--- config.mk ---
export PLATFORM = sky130hd
export DESIGN_NAME = vga_line_pattern_gen
export DESIGN_NICKNAME = d
export VERILOG_FILES = /design/src/rtl/vga_line_pattern_gen.sv
export SDC_FILE = /design/constraint.sdc
export NUM_CORES = 1
export LEC_CHECK = 0
export ABC_AREA = 1
export ABC_CLOCK_PERIOD_IN_PS = 6000
export BUFFER_PORTS_ARGS = -buffer_cell sky130_fd_sc_hd__buf_2
export CORE_ASPECT_RATIO = 0.9
export CORE_MARGIN = 5
export CORE_UTILIZATION = 40
export DETAILED_ROUTE_END_ITERATION = 12
export SLEW_MARGIN = 20
export SYNTH_ARGS = -nofsm -noshare
export SYNTH_HDL_FRONTEND = slang
export SYNTH_SLANG_ARGS = --single-unit
--- constraint.sdc ---
create_clock -name clk_in -period 6 [get_ports clk_in]
set_input_delay 0.9 -clock clk_in [delete_from_list [all_inputs] [get_ports clk_in]]
set_output_delay 0.9 -clock clk_in [all_outputs]
set_load 0.005 [all_outputs]
--- src/rtl/vga_line_pattern_gen.sv ---
// Sloped line/band pattern generator with a 2-stage colour pipeline and matched sync delay.
// Optional LINE_PATTERN_SCROLL_EN: offsets advance by one pixel per frame between loads.
module vga_line_pattern_gen #(
   parameter int unsigned H_W       = 12,
   parameter int unsigned V_W       = 12,
   parameter int unsigned N_LINES   = 4,
   parameter int unsigned SLOPE_W   = 3,
   parameter int unsigned OFF_W     = 6,
   parameter int unsigned BAND_HALF = 50,
   parameter int unsigned COLOR_W   = 4
) (
   input  logic                    clk_in,
   input  logic                    reset,
   input  logic [H_W-1:0]          h_count,
   input  logic [V_W-1:0]          v_count,
   input  logic                    display_en_in,
   input  logic                    h_sync_in,
   input  logic                    v_sync_in,
   input  logic                    update_req,
   input  logic [16*N_LINES-1:0]   rnd_in,
   input  logic [3*COLOR_W-1:0]    fg_rgb_in,
   input  logic [3*COLOR_W-1:0]    bg_rgb_in,
   output logic [COLOR_W-1:0]      r_out,
   output logic [COLOR_W-1:0]      g_out,
   output logic [COLOR_W-1:0]      b_out,
   output logic                    h_sync,
   output logic                    v_sync,
   output logic                    update_pending,
   output logic [7:0]              frame_count
);

   localparam int unsigned BASE_W = V_W + SLOPE_W + 1;
   localparam int unsigned CMP_W  = ((BASE_W > H_W) ? BASE_W : H_W) + 1;
   localparam int unsigned RGB_W  = 3 * COLOR_W;

   logic [SLOPE_W-1:0] slope_q  [N_LINES];
   logic [SLOPE_W-1:0] slope_d  [N_LINES];
   logic [OFF_W-1:0]   offset_q [N_LINES];
   logic [OFF_W-1:0]   offset_d [N_LINES];
   logic [BASE_W-1:0]  base_q   [N_LINES];
   logic [BASE_W-1:0]  base_d   [N_LINES];
   logic [N_LINES-1:0] mode_q, mode_d;
   logic [RGB_W-1:0]   fg_q, fg_d, bg_q, bg_d, rgb_q, rgb_d;
   logic [H_W-1:0]     h1_q, h1_d;
   logic               de1_q, de1_d, hs1_q, hs1_d, vs1_q, vs1_d;
   logic               hs_q, hs_d, vs_q, vs_d;
   logic               pending_q, pending_d;
   logic [7:0]         frame_count_q, frame_count_d;
   logic               frame_start, load;
   logic [N_LINES-1:0] hit_vec;
   logic [CMP_W-1:0]   h_ext, base_ext;
   logic               unused_rnd;

   // Shadow update and stage 1 share one block: stage 1 sees the *_d values so a
   // frame-start load already applies to pixel (0,0).
   always_comb begin
      frame_start   = (h_count == '0) && (v_count == '0);
      load          = frame_start && (pending_q || update_req);
      pending_d     = load ? 1'b0 : (update_req ? 1'b1 : pending_q);
      frame_count_d = frame_start ? frame_count_q + 8'd1 : frame_count_q;
      fg_d          = load ? fg_rgb_in : fg_q;
      bg_d          = load ? bg_rgb_in : bg_q;
      mode_d        = mode_q;
      unused_rnd    = ^rnd_in;
      for (int unsigned k = 0; k < N_LINES; k++) begin
         slope_d[k]  = slope_q[k];
         offset_d[k] = offset_q[k];
         if (load) begin
            slope_d[k]  = rnd_in[16*k +: SLOPE_W];
            offset_d[k] = rnd_in[16*k+SLOPE_W +: OFF_W];
            mode_d[k]   = rnd_in[16*k+15];
         end
`ifdef LINE_PATTERN_SCROLL_EN
         else if (frame_start) begin
            offset_d[k] = offset_q[k] + 1'b1;
         end
`endif
         base_d[k] = BASE_W'(slope_d[k]) * BASE_W'(v_count) + BASE_W'(offset_d[k]);
      end
      h1_d  = h_count;
      de1_d = display_en_in;
      hs1_d = h_sync_in;
      vs1_d = v_sync_in;
   end

   // Band lower bound is skipped when base < BAND_HALF so it never wraps negative.
   always_comb begin
      hit_vec  = '0;
      h_ext    = CMP_W'(h1_q);
      base_ext = '0;
      for (int unsigned k = 0; k < N_LINES; k++) begin
         base_ext = CMP_W'(base_q[k]);
         if (mode_q[k]) begin
            hit_vec[k] = ((base_ext < CMP_W'(BAND_HALF)) ||
                          (h_ext > base_ext - CMP_W'(BAND_HALF))) &&
                         (h_ext < base_ext + CMP_W'(BAND_HALF));
         end else begin
            hit_vec[k] = (h_ext == base_ext);
         end
      end
      rgb_d = !de1_q ? '0 : ((|hit_vec) ? fg_q : bg_q);
      hs_d  = hs1_q;
      vs_d  = vs1_q;
   end

   always_ff @(posedge clk_in or negedge reset) begin
      if (!reset) begin
         for (int unsigned k = 0; k < N_LINES; k++) begin
            slope_q[k]  <= '0;
            offset_q[k] <= '0;
            base_q[k]   <= '0;
         end
         mode_q        <= '0;
         fg_q          <= '0;
         bg_q          <= '0;
         rgb_q         <= '0;
         h1_q          <= '0;
         de1_q         <= 1'b0;
         hs1_q         <= 1'b0;
         vs1_q         <= 1'b0;
         hs_q          <= 1'b0;
         vs_q          <= 1'b0;
         pending_q     <= 1'b0;
         frame_count_q <= '0;
      end else begin
         for (int unsigned k = 0; k < N_LINES; k++) begin
            slope_q[k]  <= slope_d[k];
            offset_q[k] <= offset_d[k];
            base_q[k]   <= base_d[k];
         end
         mode_q        <= mode_d;
         fg_q          <= fg_d;
         bg_q          <= bg_d;
         rgb_q         <= rgb_d;
         h1_q          <= h1_d;
         de1_q         <= de1_d;
         hs1_q         <= hs1_d;
         vs1_q         <= vs1_d;
         hs_q          <= hs_d;
         vs_q          <= vs_d;
         pending_q     <= pending_d;
         frame_count_q <= frame_count_d;
      end
   end

   assign r_out          = rgb_q[RGB_W-1 -: COLOR_W];
   assign g_out          = rgb_q[2*COLOR_W-1 -: COLOR_W];
   assign b_out          = rgb_q[COLOR_W-1:0];
   assign h_sync         = hs_q;
   assign v_sync         = vs_q;
   assign update_pending = pending_q;
   assign frame_count    = frame_count_q;

endmodule

=== Yosys cells after proc, flatten, opt, wreduce, memory -nomap -nowiden ===
Index checks and enable logic that the tools add are counted.

* Reduce and logical (&&, ||, !) cells: 15
* Muxes and demuxes: 16
* Add/sub/neg operators: 13
* Multipliers: 4
* Equality and inequality tests: 4
* $lt $le $gt $ge: 12

{| class="wikitable"
|+ Operators by type and width
! cell !! number
|-
| $add 16x6->17 const B || 4
|-
| $gt 12x17->1 || 4
|-
| $lt 12x17->1 || 4
|-
| $sub 16x6->17 const B || 4
|-
| $add 15x6->16 || 4
|-
| $eq 12x16->1 || 4
|-
| $lt 16x6->1 const B || 4
|-
| $mul 3x12->15 || 4
|-
| $logic_not 12->1 || 2
|-
| $mux 12 || 2
|-
| $mux 6 || 4
|-
| $mux 3 || 4
|-
| $add 8x1->8 const B || 1
|-
| $logic_and 1x1->1 || 6
|-
| $mux 1 || 6
|-
| $logic_or 1x1->1 || 5
|-
| $reduce_or 4->1 || 1
|-
| $reduce_bool 2->1 || 1
|}

* Output and inout port bits: 23
* Flip-flop bits (word level): 166

=== Depth between registers and ports, before layout ===
Gate-level depths: netlist of run 1.

* Word-level depth: 8
* Gate-level depth with buffers: 31
* Mapped depth without buffers: 30

=== Least setup slack after synthesis of run 1 ===
No wires, ideal clock.

* Path kind: input -> register
* Start: input h_count[1]
* End: register base_q[45] (netlist name)
* Arrival: 4.851 ns
* Slack: 1.069 ns
* Library setup time: 0.080 ns
* Buffers on the path: 1
* Stages on the path: 23
* Data required time: 5.920 ns
* Cells stage by stage: or2_1 -> nor4_1 -> nand3_1 -> inv_2 -> nand2_4 -> buf_6 -> nand2_1 -> o21ai_2 -> inv_2 -> nor2_1 -> fa_1 -> inv_1 -> fa_1 -> inv_1 -> ha_1 -> nand2_1 -> nor2_1 -> a211oi_1 -> o21ai_0 -> a21boi_0 -> o21ai_0 -> a31oi_1 -> xnor2_1

{| class="wikitable"
|+ RTL lines
! element !! line !! text
|-
| from (decl) || 14 || <nowiki>input logic [H_W-1:0] h_count,</nowiki>
|-
| to (signal, indexed assignment) || 129 || <nowiki>base_q[k] <= base_d[k];</nowiki>
|-
| to (decl) || 40 || <nowiki>logic [BASE_W-1:0] base_q [N_LINES];</nowiki>
|}

==> flow_metrics.py, run 1 <==
metrics = {
    "cells_and_area": {
        "drive_above_1_share": 0.1409,
        "synthToLayoutAreaGrowth_pct": 11.74,
        "multi_input_area_sq_um": 10040,
        "nets": 2512,
        "fill_cells": 3933,
        "seqCellArea_sq_um": 4154,
    },
    "yosys": {
        "ys_seq_area_frac": 0.2658,
        "synth_top_cell_by_area": "dfrtp_1",
        "synth_cell_type_count": 49,
        "yosys.area.top_type_share": 0.2658,
        "ys.warnings.count": 0,
        "synthAdderAreaFrac": 0.2346,
        "synth_top_family_by_area": "simple AND/OR/NAND/NOR gates",
        "yosys.area_share.simple": 0.2409,
        "synth_edf_count": 0,
        "syn_area_sq_um": 15630,
        "synth-compound-area-share": 0.07357,
        "ys.flop_type": "dfrtp_1",
        "synth_area_leaders": "dfrtp_1 (27%), ha_1 (16%), nand2_1 (10%), fa_1 (7.7%), inv_1 (6.7%)",
        "synth-seq-cells": 166,
        "synth.avg_cell_area_sq_um": 7.792,
        "synth-xor-area-share": 0.07677,
        "synthesis.nets": 2381,
        "synthCells": 2006,
        "synth_mux_area_frac": 0.01657,
        "async_flop_share": 1.000,
    },
    "critical_path": {
        "r2r_cells": 22,
        "setup.worst_path.end_class": "flop",
        "worstSetupPathType": "in2reg",
        "worst-r2r-setup-slack_ps": 1460,
        "r2r_end": "base_ext[15]",
        "arrival_ps": 5700,
        "r2r_start": "update_pending",
        "worst-path-max-fanout": 26,
        "cp.required_ps": 6360,
        "critPathLaunchType": "input pin",
    },
    "timing": {
        "max_freq_mhz": 187.3,
        "slew_viol_final": 0,
        "rsz0062_at_grt": "false",
        "worst_pin_slew_ps": 922.5,
        "slew_headroom": 0.3835,
        "fin_tns_setup_ps": 0,
        "period_minus_slack_ps": 5340,
        "skew_ps": 9.437,
        "hold_viol": 0,
        "period_share": 0.8900,
        "finalSetupViolations": 0,
    },
    "floorplan": {
        "die_h_um": 197.5,
        "die_area_sq_um": 43130,
        "initial_core_util": 0.4064,
        "ios": 141,
        "rows": 68,
        "core_area_sq_um": 38460,
        "dieWidth_um": 218.4,
    },
    "grt": {
        "grt_usage": 0.1952,
        "antenna_found_initial": 1,
        "grt_pass1_vias": 12817,
        "grt_pass1_wl_mm": 67.85,
        "grt_max_degree": 75,
        "grt_overflow_total": 0,
    },
    "power_and_ir_drop": {
        "p_total_uw": 2506,
        "peakVddDrop_mv": 0.1858,
        "p_per_area_nw_per_um2": 143.5,
        "p_leak_uw": 0.009728,
    },
    "worst_hold_path": {
        "hp-class": "in2async",
    },
    "drt": {
        "vias": 13080,
        "totalWireLength_mm": 41.45,
        "wire_per_inst_um": 15.49,
        "drc": 0,
        "dr.pass1.iters": 7,
        "drt-vias-per-instance": 4.888,
        "postRouteAntennaNets": 0,
        "drt_iter0_drc": 854,
    },
    "placement": {
        "port_buffers": 116,
        "dp_hpwl_mm": 33.70,
        "place.gp.congestion": 0.9186,
    },
    "clock_network": {
        "cts-resized-gates": 0,
        "clock-sinks": 166,
        "worstSkewPairLatency_ps": 440,
        "cts_root_buffer": "clkbuf_16",
        "cts_buffer_depth": 2,
        "numCtsBuffers": 17,
        "postCtsSetupBuffers": 0,
        "tritoncts": "built",
        "clk_pin_slew_ps": 70,
        "hold_buffers": 0,
        "htree_levels": 4,
    },
    "run": {
        "max-cap-violations": 0,
    },
    "status": {
        "status": "finished, final reports clean",
    },
}
-- registers in the layout, summed over array words and instances (netlist names), 4 cells and up --
signal / cells
base_ext: 16
base_q: 48
bg_q: 12
fg_q: 12
frame_count: 8
h1_q: 12
mode_q: 4
offset_q: 24
rgb_q: 12
slope_q: 12
-- worst max path at each step --
stage	from	endpoint	slack [ps]	cells past startpoint
global placement	v_count[2]	base_q[45]	370	20
floorplan	h_count[1]	base_q[45]	1070	23
global route	v_count[2]	base_q[45]	180	25
finish	v_count[2]	base_q[45]	660	25
CTS	v_count[2]	base_q[45]	620	25
detailed placement	v_count[2]	base_q[45]	240	20
-- logic make-up after synthesis --
family | count (synthesis)
mux | 23
simple gates | 881
compound gates | 197
fa+ha+maj | 257
xor+xnor | 137
flops | 166
buf+inv | 345
-- critical path, cell delays in order --
cell and delay, ps:
buf_2 150, inv_2 180, nand4_1 120, nor2_1 260, nand3_1 140, buf_4 190
inv_2 90, nand2_4 190, nand2_1 140, o21ai_2 100, inv_2 180, nor2_1 80
fa_1 540, inv_1 50, fa_1 490, inv_1 40, ha_1 360, nand2_1 100
nor2_1 50, a211oi_1 310, o21ai_0 180, a21boi_0 290, o21ai_0 210, a31oi_1 200
xnor2_1 140
-- synth_stat cells (all sizes together) (2+ instances only) --
cell,n
inv,300
nor2,276
clkinv,5
ha,197
xnor2,33
xor2,104
nand3b,9
a21boi,4
nor4,5
o21ai,55
or2,5
clkbuf,9
dfrtp,166
nand2,452
nand3,85
o221ai,2
fa,60
a21o,8
buf,31
nand4,26
and2,2
nor3,19
a21oi,116
nor3b,2
a31oi,3
o22ai,2
mux2,23
a211oi,4
-- routing by layer --
layer | share of wire | GRT usage | up-vias
met4 | 0.023 | 0.05488 | 2
met1 | 0.51 | 0.2931 | 6126
met5 | 0.00027 | 0 | -
li1 | - | - | 6608
met3 | 0.050 | 0.03479 | 55
met2 | 0.42 | 0.2886 | 289
-- through the flow --
stage	setup WS, ps	hold slack [ps]	cell area [sq um]	util	std cells
after floorplan	1069	331.2	15630	-	2006
after global placement	367.6	332.0	16850	0.4382	2643
after detailed placement	243.1	339.6	16850	0.4382	2643
after CTS	615.3	302.9	17460	0.4541	2675
after global routing	178.8	317.0	17460	0.4541	2675
final	659.8	315.4	17470	0.4542	2676
-- where the power goes --
group          leakage [uW]  switching [uW]  total [uW]  internal, uW
Clock              0.000294             501        1130           631
Sequential          0.00203            25.0        1160          1130
Combinational       0.00740             136         219          83.1
-- cells in the final DEF (no fill, tap or decap), types with 4 or more instances in the layout --
master | synthesis | final
dfrtp_1 | 166 | 166
buf_4 | 6 | 36
nor2_4 | 4 | 4
inv_1 | 279 | 279
nor4_1 | 5 | 5
a211oi_1 | 4 | 4
nand2_2 | 12 | 12
inv_8 | 0 | 4
o21ai_0 | 39 | 39
buf_2 | 17 | 115
clkinv_1 | 5 | 5
a21oi_2 | 14 | 14
xor2_1 | 104 | 104
o21ai_2 | 13 | 13
nor2_2 | 11 | 11
fa_1 | 60 | 60
nand2_1 | 437 | 437
nand4_1 | 26 | 26
nand3_2 | 13 | 13
nand3_1 | 72 | 72
mux2_2 | 23 | 23
inv_2 | 21 | 21
nor3_1 | 17 | 17
nand3b_1 | 9 | 9
nor2_1 | 261 | 261
xnor2_1 | 33 | 33
ha_1 | 197 | 197
a21oi_1 | 102 | 102
clkbuf_16 | 0 | 17
a21o_1 | 8 | 8
-- area by class of cell --
| class | instances | area share |
|---|---|---|
| multi-input cells | 1495 | 0.5748 |
| flip-flops and latches | 166 | 0.2378 |
| inverters | 305 | 0.06555 |
| repair buffers | 152 | 0.04907 |
| well taps | 525 | 0.03761 |
| clock buffers | 17 | 0.02436 |
| clock inverters | 15 | 0.01060 |
| diodes | 1 | 0.0001433 |
Power figures use the tool's default switching activity.
==> inputs of run 2 (changes only) <==
--- a/config.mk
+++ b/config.mk
@@ -8,7 +8,6 @@
 export ABC_AREA = 1
 export ABC_CLOCK_PERIOD_IN_PS = 6000
 export BUFFER_PORTS_ARGS = -buffer_cell sky130_fd_sc_hd__buf_2
-export CORE_ASPECT_RATIO = 0.9
 export CORE_MARGIN = 5
 export CORE_UTILIZATION = 40
 export DETAILED_ROUTE_END_ITERATION = 12
==> run 2 against run 1 <==
- critical endpoint is now base_q[61]
- sequential share of layout area shrank 0.22 points
- combinational power is essentially flat
- via count rose by 1.2%
- global-route usage is 0.51 points lower
- largest cell class unchanged
- register-to-register slack improved by 220 ps
- critical path type unchanged
- sequential power barely moved
- highest routed layer unchanged
- clock skew up 6.6 ps
==> flow_metrics.py, run 2 (synthesis gave the netlist of run 1 again) <==
metrics = {
    "power_and_ir_drop": {
        "p_comb_frac": 0.086,
        "p_int_uw": 1854,
        "swShare": 0.2653,
        "p_per_area_nw_per_um2": 143.1,
        "seqPwrFrac": 0.460,
        "power_switching_uw": 669.4,
        "p_leak_uw": 0.009838,
        "peakVddDrop_mv": 0.1904,
        "p_clk_frac": 0.454,
        "p_total_uw": 2523,
    },
    "grt": {
        "grt_overflow_total": 0,
        "grt_pass1_wl_mm": 67.01,
        "grt_pass1_vias": 13098,
        "antenna_found_initial": 1,
        "grt_usage": 0.1901,
        "busiest_layer": "met2",
        "met2_usage": 0.2915,
        "grt.met1_usage": 0.2740,
        "grt_util_met3": 0.04247,
        "grt_max_degree": 167,
    },
    "cells_and_area": {
        "seqCellArea_sq_um": 4154,
        "largest_reg_flops": 48,
        "nets": 2533,
        "multi_input_area_sq_um": 10040,
        "synthToLayoutAreaGrowth_pct": 12.79,
        "layout_common_cells": "nand2_1 (437), inv_1 (279), nor2_1 (261)",
        "layout_commonest_cell": "nand2_1",
        "fill_cells": 3854,
        "drive_above_1_share": 0.1483,
        "largest_register": "base_q",
        "fin_util": 0.4562,
    },
    "clock_network": {
        "cts_buffer_depth": 2,
        "worstSkewPairLatency_ps": 450,
        "postCtsSetupBuffers": 0,
        "clock-sinks": 166,
        "clk_pin_slew_ps": 70,
        "cts_root_buffer": "clkbuf_16",
        "numCtsBuffers": 17,
        "hold_buffers": 0,
        "htree_levels": 4,
        "cts-resized-gates": 0,
        "tritoncts": "built",
    },
    "timing": {
        "finalSetupViolations": 0,
        "period_share": 0.8976,
        "slew_headroom": 0.3685,
        "fin_tns_setup_ps": 0,
        "skew_ps": 16.02,
        "worst_pin_slew_ps": 945.0,
        "slew_viol_final": 0,
        "period_minus_slack_ps": 5385,
        "rsz0062_at_grt": "false",
        "hold_viol": 0,
        "max_freq_mhz": 185.7,
    },
    "run": {
        "max-cap-violations": 0,
    },
    "floorplan": {
        "die_h_um": 207.7,
        "core_area_sq_um": 38650,
        "rows": 72,
        "initial_core_util": 0.4044,
        "die_area_sq_um": 43130,
        "dieWidth_um": 207.7,
        "ios": 141,
    },
    "placement": {
        "port_buffers": 116,
        "dp_hpwl_mm": 32.53,
        "place.gp.congestion": 0.9296,
    },
    "critical_path": {
        "setup.worst_path.end_class": "flop",
        "critPathLaunchType": "input pin",
        "worstSetupPathType": "in2reg",
        "worst-path-max-fanout": 23,
        "cp.required_ps": 6370,
        "arrival_ps": 5750,
    },
    "drt": {
        "wire_per_inst_um": 15.13,
        "drt_iter0_drc": 924,
        "postRouteAntennaNets": 0,
        "drc": 0,
        "dr.pass1.iters": 5,
        "vias": 13234,
        "totalWireLength_mm": 40.71,
        "drt-vias-per-instance": 4.920,
    },
    "status": {
        "status": "finished, final reports clean",
    },
    "worst_hold_path": {
        "hp-class": "reg2reg",
    },
}
-- run 2: cell types whose count changed in the layout (fill, tap and decap cells not counted), sizes merged --
cell and change:
clkbuf +3, inv +2, clkinv -4, clkinvlp -1, buf +21
-- run 2: final timing paths --
check                               start      endpoint  slack, ps  cells after the start
min reg2reg                         vs1_q        v_sync        360                      0
min                                 vs1_q        v_sync        360                      0
max reg2reg                update_pending  base_ext[15]       1680                     21
min in group asynchronous           reset         de1_q        590                      2
max in group asynchronous           reset    base_q[23]       4760                      2
max                           v_count[10]    base_q[61]        610                     25
-- run 2: critical path, cell delays in order --
cell      delay, ps
buf_2           150
clkinv_1         70
nand4_1         260
nor4_1          380
buf_4           210
nand3_1          70
buf_4           160
inv_2            70
nand2_4         170
buf_12          230
o21ai_2         220
nand2_1         110
fa_1            570
fa_1            470
fa_1            470
nor2_1          130
a211oi_1         60
o21ai_0         290
nand3_1         120
nand2_1         110
nand3_1          70
nand2_1         100
nand3_1          70
nand2_1         110
xor2_1          170
-- run 2: cell type report --
type                       count  area share
antenna                        1   0.0001419
clock buffer                  20     0.02534
clock inverter                12    0.008730
inverter                     305     0.06494
multi-input combinational   1495      0.5695
sequential                   166      0.2356
tap                          518     0.03676
timing repair buffer         173     0.05898
-- run 2: routing by layer --
layer / vias to the layer above / part of all wire
met5: - / 0.00032
met4: 2 / 0.017
met3: 52 / 0.058
met2: 311 / 0.43
met1: 6220 / 0.49
li1: 6649 / -
-- run 2: power by group through the flow --
stage / clock network [uW] / registers, uW / logic [uW]
2_1_floorplan: 0 / 1170 / 114
3_3_place_gp: 0 / 1180 / 215
3_5_place_dp: 0 / 1180 / 220
4_1_cts: 1170 / 1160 / 221
5_1_grt: 1220 / 1160 / 249
6_report: 1150 / 1160 / 218
-- run 2: stage by stage --
step	worst slack [ps]	hold slack, ps	cells	instance area (sq um)
after floorplan	1069	331.2	2006	15630
after global placement	488.2	339.9	2657	17030
after detailed placement	266.8	347.3	2657	17030
after CTS	705.2	364.0	2689	17630
after global routing	276.1	384.7	2689	17630
final	614.5	356.8	2690	17630
==> inputs of run 3 (changes only) <==
--- a/config.mk
+++ b/config.mk
@@ -5,12 +5,12 @@
 export SDC_FILE = /design/constraint.sdc
 export NUM_CORES = 1
 export LEC_CHECK = 0
-export ABC_AREA = 1
 export ABC_CLOCK_PERIOD_IN_PS = 6000
 export BUFFER_PORTS_ARGS = -buffer_cell sky130_fd_sc_hd__buf_2
 export CORE_MARGIN = 5
-export CORE_UTILIZATION = 40
+export CORE_UTILIZATION = 24
 export DETAILED_ROUTE_END_ITERATION = 12
+export PLACE_DENSITY = 0.38
 export SLEW_MARGIN = 20
 export SYNTH_ARGS = -nofsm -noshare
 export SYNTH_HDL_FRONTEND = slang
==> run 3 against run 2 <==
- non-clock buffer count rose by 56
- register-to-register slack worse by 420 ps
- combinational power down 10%
- hold slack got worse by 7.1 ps
- first-iteration DRC count shrank 45%
- clock-buffer cell count shrank 1
- via count down 16%
- largest cell class unchanged
==> flow_metrics.py, run 3 <==
metrics = {
    "yosys": {
        "ys.flop_type": "dfrtp_1",
        "synth_edf_count": 0,
        "synth_cell_type_count": 84,
        "syn_area_sq_um": 14920,
        "yosys.area_share.simple": 0.1745,
        "synth-compound-area-share": 0.09301,
        "synth_mux_area_frac": 0.05787,
        "async_flop_share": 1.000,
        "synth_area_leaders": "dfrtp_1 (28%), ha_1 (17%), fa_1 (8.1%), xnor2_1 (7.0%), and2_1 (5.1%)",
        "ys_seq_area_frac": 0.2785,
        "synth-seq-cells": 166,
        "ys.warnings.count": 0,
        "synthAdderAreaFrac": 0.2464,
        "yosys.area.top_type_share": 0.2785,
        "synth_common_cells": "ha_1 (197), dfrtp_1 (166), inv_1 (124), and2_1 (122), xnor2_1 (120)",
        "synth_top_cell_by_area": "dfrtp_1",
        "synth.avg_cell_area_sq_um": 9.668,
        "synth_top_family_by_area": "adder cells",
        "synthesis.nets": 1918,
        "synth-xor-area-share": 0.09276,
        "synthCells": 1543,
        "yosysMostFrequentCell": "ha_1",
    },
    "placement": {
        "dp_hpwl_mm": 33.03,
        "place.gp.congestion": 0.7961,
        "port_buffers": 116,
    },
    "critical_path": {
        "critPathMostFrequentCell": "buf_4",
        "worst-path-max-fanout": 8,
        "worst-r2r-setup-slack_ps": 1260,
        "arrival_ps": 5950,
        "setup.worst_path.end_class": "flop",
        "path_cells": "buf_2 -> nor4_2 -> buf_4 -> nand4_1 -> buf_4 -> nor3_2 -> buf_4 -> mux2_2 -> and2_1 -> fa_1 -> inv_1 -> fa_1 -> inv_1 -> ha_1 -> a21oi_1 -> o21ai_0 -> a31o_2 -> a41oi_1 -> a211oi_1 -> nor4_1 -> a311o_1",
        "crit_start": "v_count[5]",
        "r2r_end": "base_q[30]",
        "r2r_cells": 17,
        "cp.required_ps": 6340,
        "crit_path_max_incr_delay_ps": 530,
        "worstSetupPathType": "in2reg",
        "critPathLaunchType": "input pin",
        "critPathSlowestCell": "fa_1",
        "cp-endpoint": "base_q[30]",
        "r2r_start": "update_pending",
    },
    "floorplan": {
        "dieWidth_um": 259.3,
        "ios": 141,
        "initial_core_util": 0.2422,
        "die_h_um": 259.3,
        "core_area_sq_um": 61600,
        "rows": 91,
        "die_area_sq_um": 67240,
    },
    "drt": {
        "top_layer": "met4",
        "vias": 11130,
        "wire_per_inst_um": 16.33,
        "routed-wl-met2_mm": 19.02,
        "dr.pass1.iters": 5,
        "totalWireLength_mm": 41.90,
        "drt-vias-per-instance": 4.337,
        "drc": 0,
        "postRouteAntennaNets": 0,
        "met1_length_mm": 20.86,
        "drt_iter0_drc": 505,
        "met3WireLength_mm": 1.096,
    },
    "timing": {
        "slew_headroom": 0.3493,
        "skew_ps": 16.21,
        "max_freq_mhz": 178.3,
        "hold_viol": 0,
        "finalSetupViolations": 0,
        "slew_viol_final": 0,
        "rsz0062_at_grt": "false",
        "period_share": 0.9350,
        "worst_pin_slew_ps": 976.0,
        "period_minus_slack_ps": 5610,
        "whs_ps": 349.7,
    },
    "cells_and_area": {
        "synthToLayoutAreaGrowth_pct": 17.81,
        "largest_reg_flops": 48,
        "largest_register": "base_q",
        "fill_cells": 6563,
        "seqCellArea_sq_um": 4154,
        "drive_above_1_share": 0.1951,
        "nets": 2089,
        "multi_input_area_sq_um": 9925,
        "layout_commonest_cell": "ha_1",
        "layout_common_cells": "ha_1 (197), dfrtp_1 (166), inv_1 (124)",
        "fin_util": 0.2853,
    },
    "worst_hold_path": {
        "hp-class": "reg2reg",
    },
    "clock_network": {
        "clk_pin_slew_ps": 70,
        "tritoncts": "built",
        "worstSkewPairLatency_ps": 470,
        "clock-sinks": 166,
        "cts_root_buffer": "clkbuf_16",
        "numCtsBuffers": 17,
        "cts_buffer_depth": 2,
        "htree_levels": 4,
    },
    "grt": {
        "antenna_found_initial": 3,
        "grt_max_degree": 60,
        "grt_pass1_wl_mm": 66.43,
        "grt_pass1_vias": 11775,
        "grt_overflow_total": 0,
        "grt_usage": 0.1270,
    },
    "status": {
        "status": "finished, final reports clean",
    },
    "power_and_ir_drop": {
        "peakVddDrop_mv": 0.1781,
        "p_leak_uw": 0.008855,
        "p_per_area_nw_per_um2": 134.7,
    },
    "run": {
        "max-cap-violations": 0,
    },
}
-- run 3: worst min path at each step --
| stage | from | to | cells after the start |
|---|---|---|---|
| after CTS | vs1_q | v_sync | 0 |
| after global placement | hs1_q | h_sync | 0 |
| after floorplan | hs1_q | h_sync | 0 |
| final | vs1_q | v_sync | 0 |
| after detailed placement | vs1_q | v_sync | 0 |
| after global routing | vs1_q | v_sync | 0 |
-- run 3: logic make-up after synthesis --
group                      Yosys count
AOI/OAI and AO/OA                  194
xor gates and xnor gates           158
and+or+nand+nor                    486
DFF                                166
muxes                               80
buffers and inverters              201
adders and majority gates          258
-- run 3: repair_timing --
item	in CTS	in global routing
resized for setup	0	1
setup buffers	0	0
setup endpoints to repair	0	3
hold buffers	0	0
-- run 3: stage by stage --
| step | power [uW] | cell area [sq um] | worst slack, ps | TNS, ps | cells |
|---|---|---|---|---|---|
| 6_report | 2368 | 17570 | 390.0 | 0 | 2566 |
| 5_1_grt | 2489 | 17570 | 14.24 | 0 | 2564 |
| 4_1_cts | 2436 | 17560 | 271.3 | 0 | 2564 |
| 3_5_place_dp | 1363 | 17020 | -237.1 | -2055 | 2532 |
| 3_3_place_gp | 1362 | 17020 | -279.9 | -1899 | 2532 |
| 2_1_floorplan | 1237 | 14920 | 589.7 | 0 | 1543 |
-- run 3: layout make-up --
cell class                 count  share of cell area
multi-input combinational   1176              0.5647
sequential                   166              0.2364
timing repair buffer         229             0.08180
tap                          837             0.05959
inverter                     124             0.02648
clock buffer                  19             0.02520
clock inverter                13            0.005553
antenna                        2           0.0002848
-- run 3: critical path: cells and delay by family --
family | cells | cell delay, ps
AOI/OAI and AO/OA | 6 | 1460
adders and majority gates | 3 | 1330
and+or+nand+nor | 5 | 940
buffers and inverters | 6 | 880
muxes | 1 | 400
-- run 3: power by group --
group          switching, uW  leakage, uW  internal [uW]
logic                    122      0.00633           73.9
clock network            490     0.000257            542
registers               16.3      0.00227           1120
-- run 3: metal layers --
layer  vias up  track usage
met4         0      0.04301
met1      5353       0.1784
met5         -            0
li1       5616            -
met2       127       0.2007
met3        34      0.01848
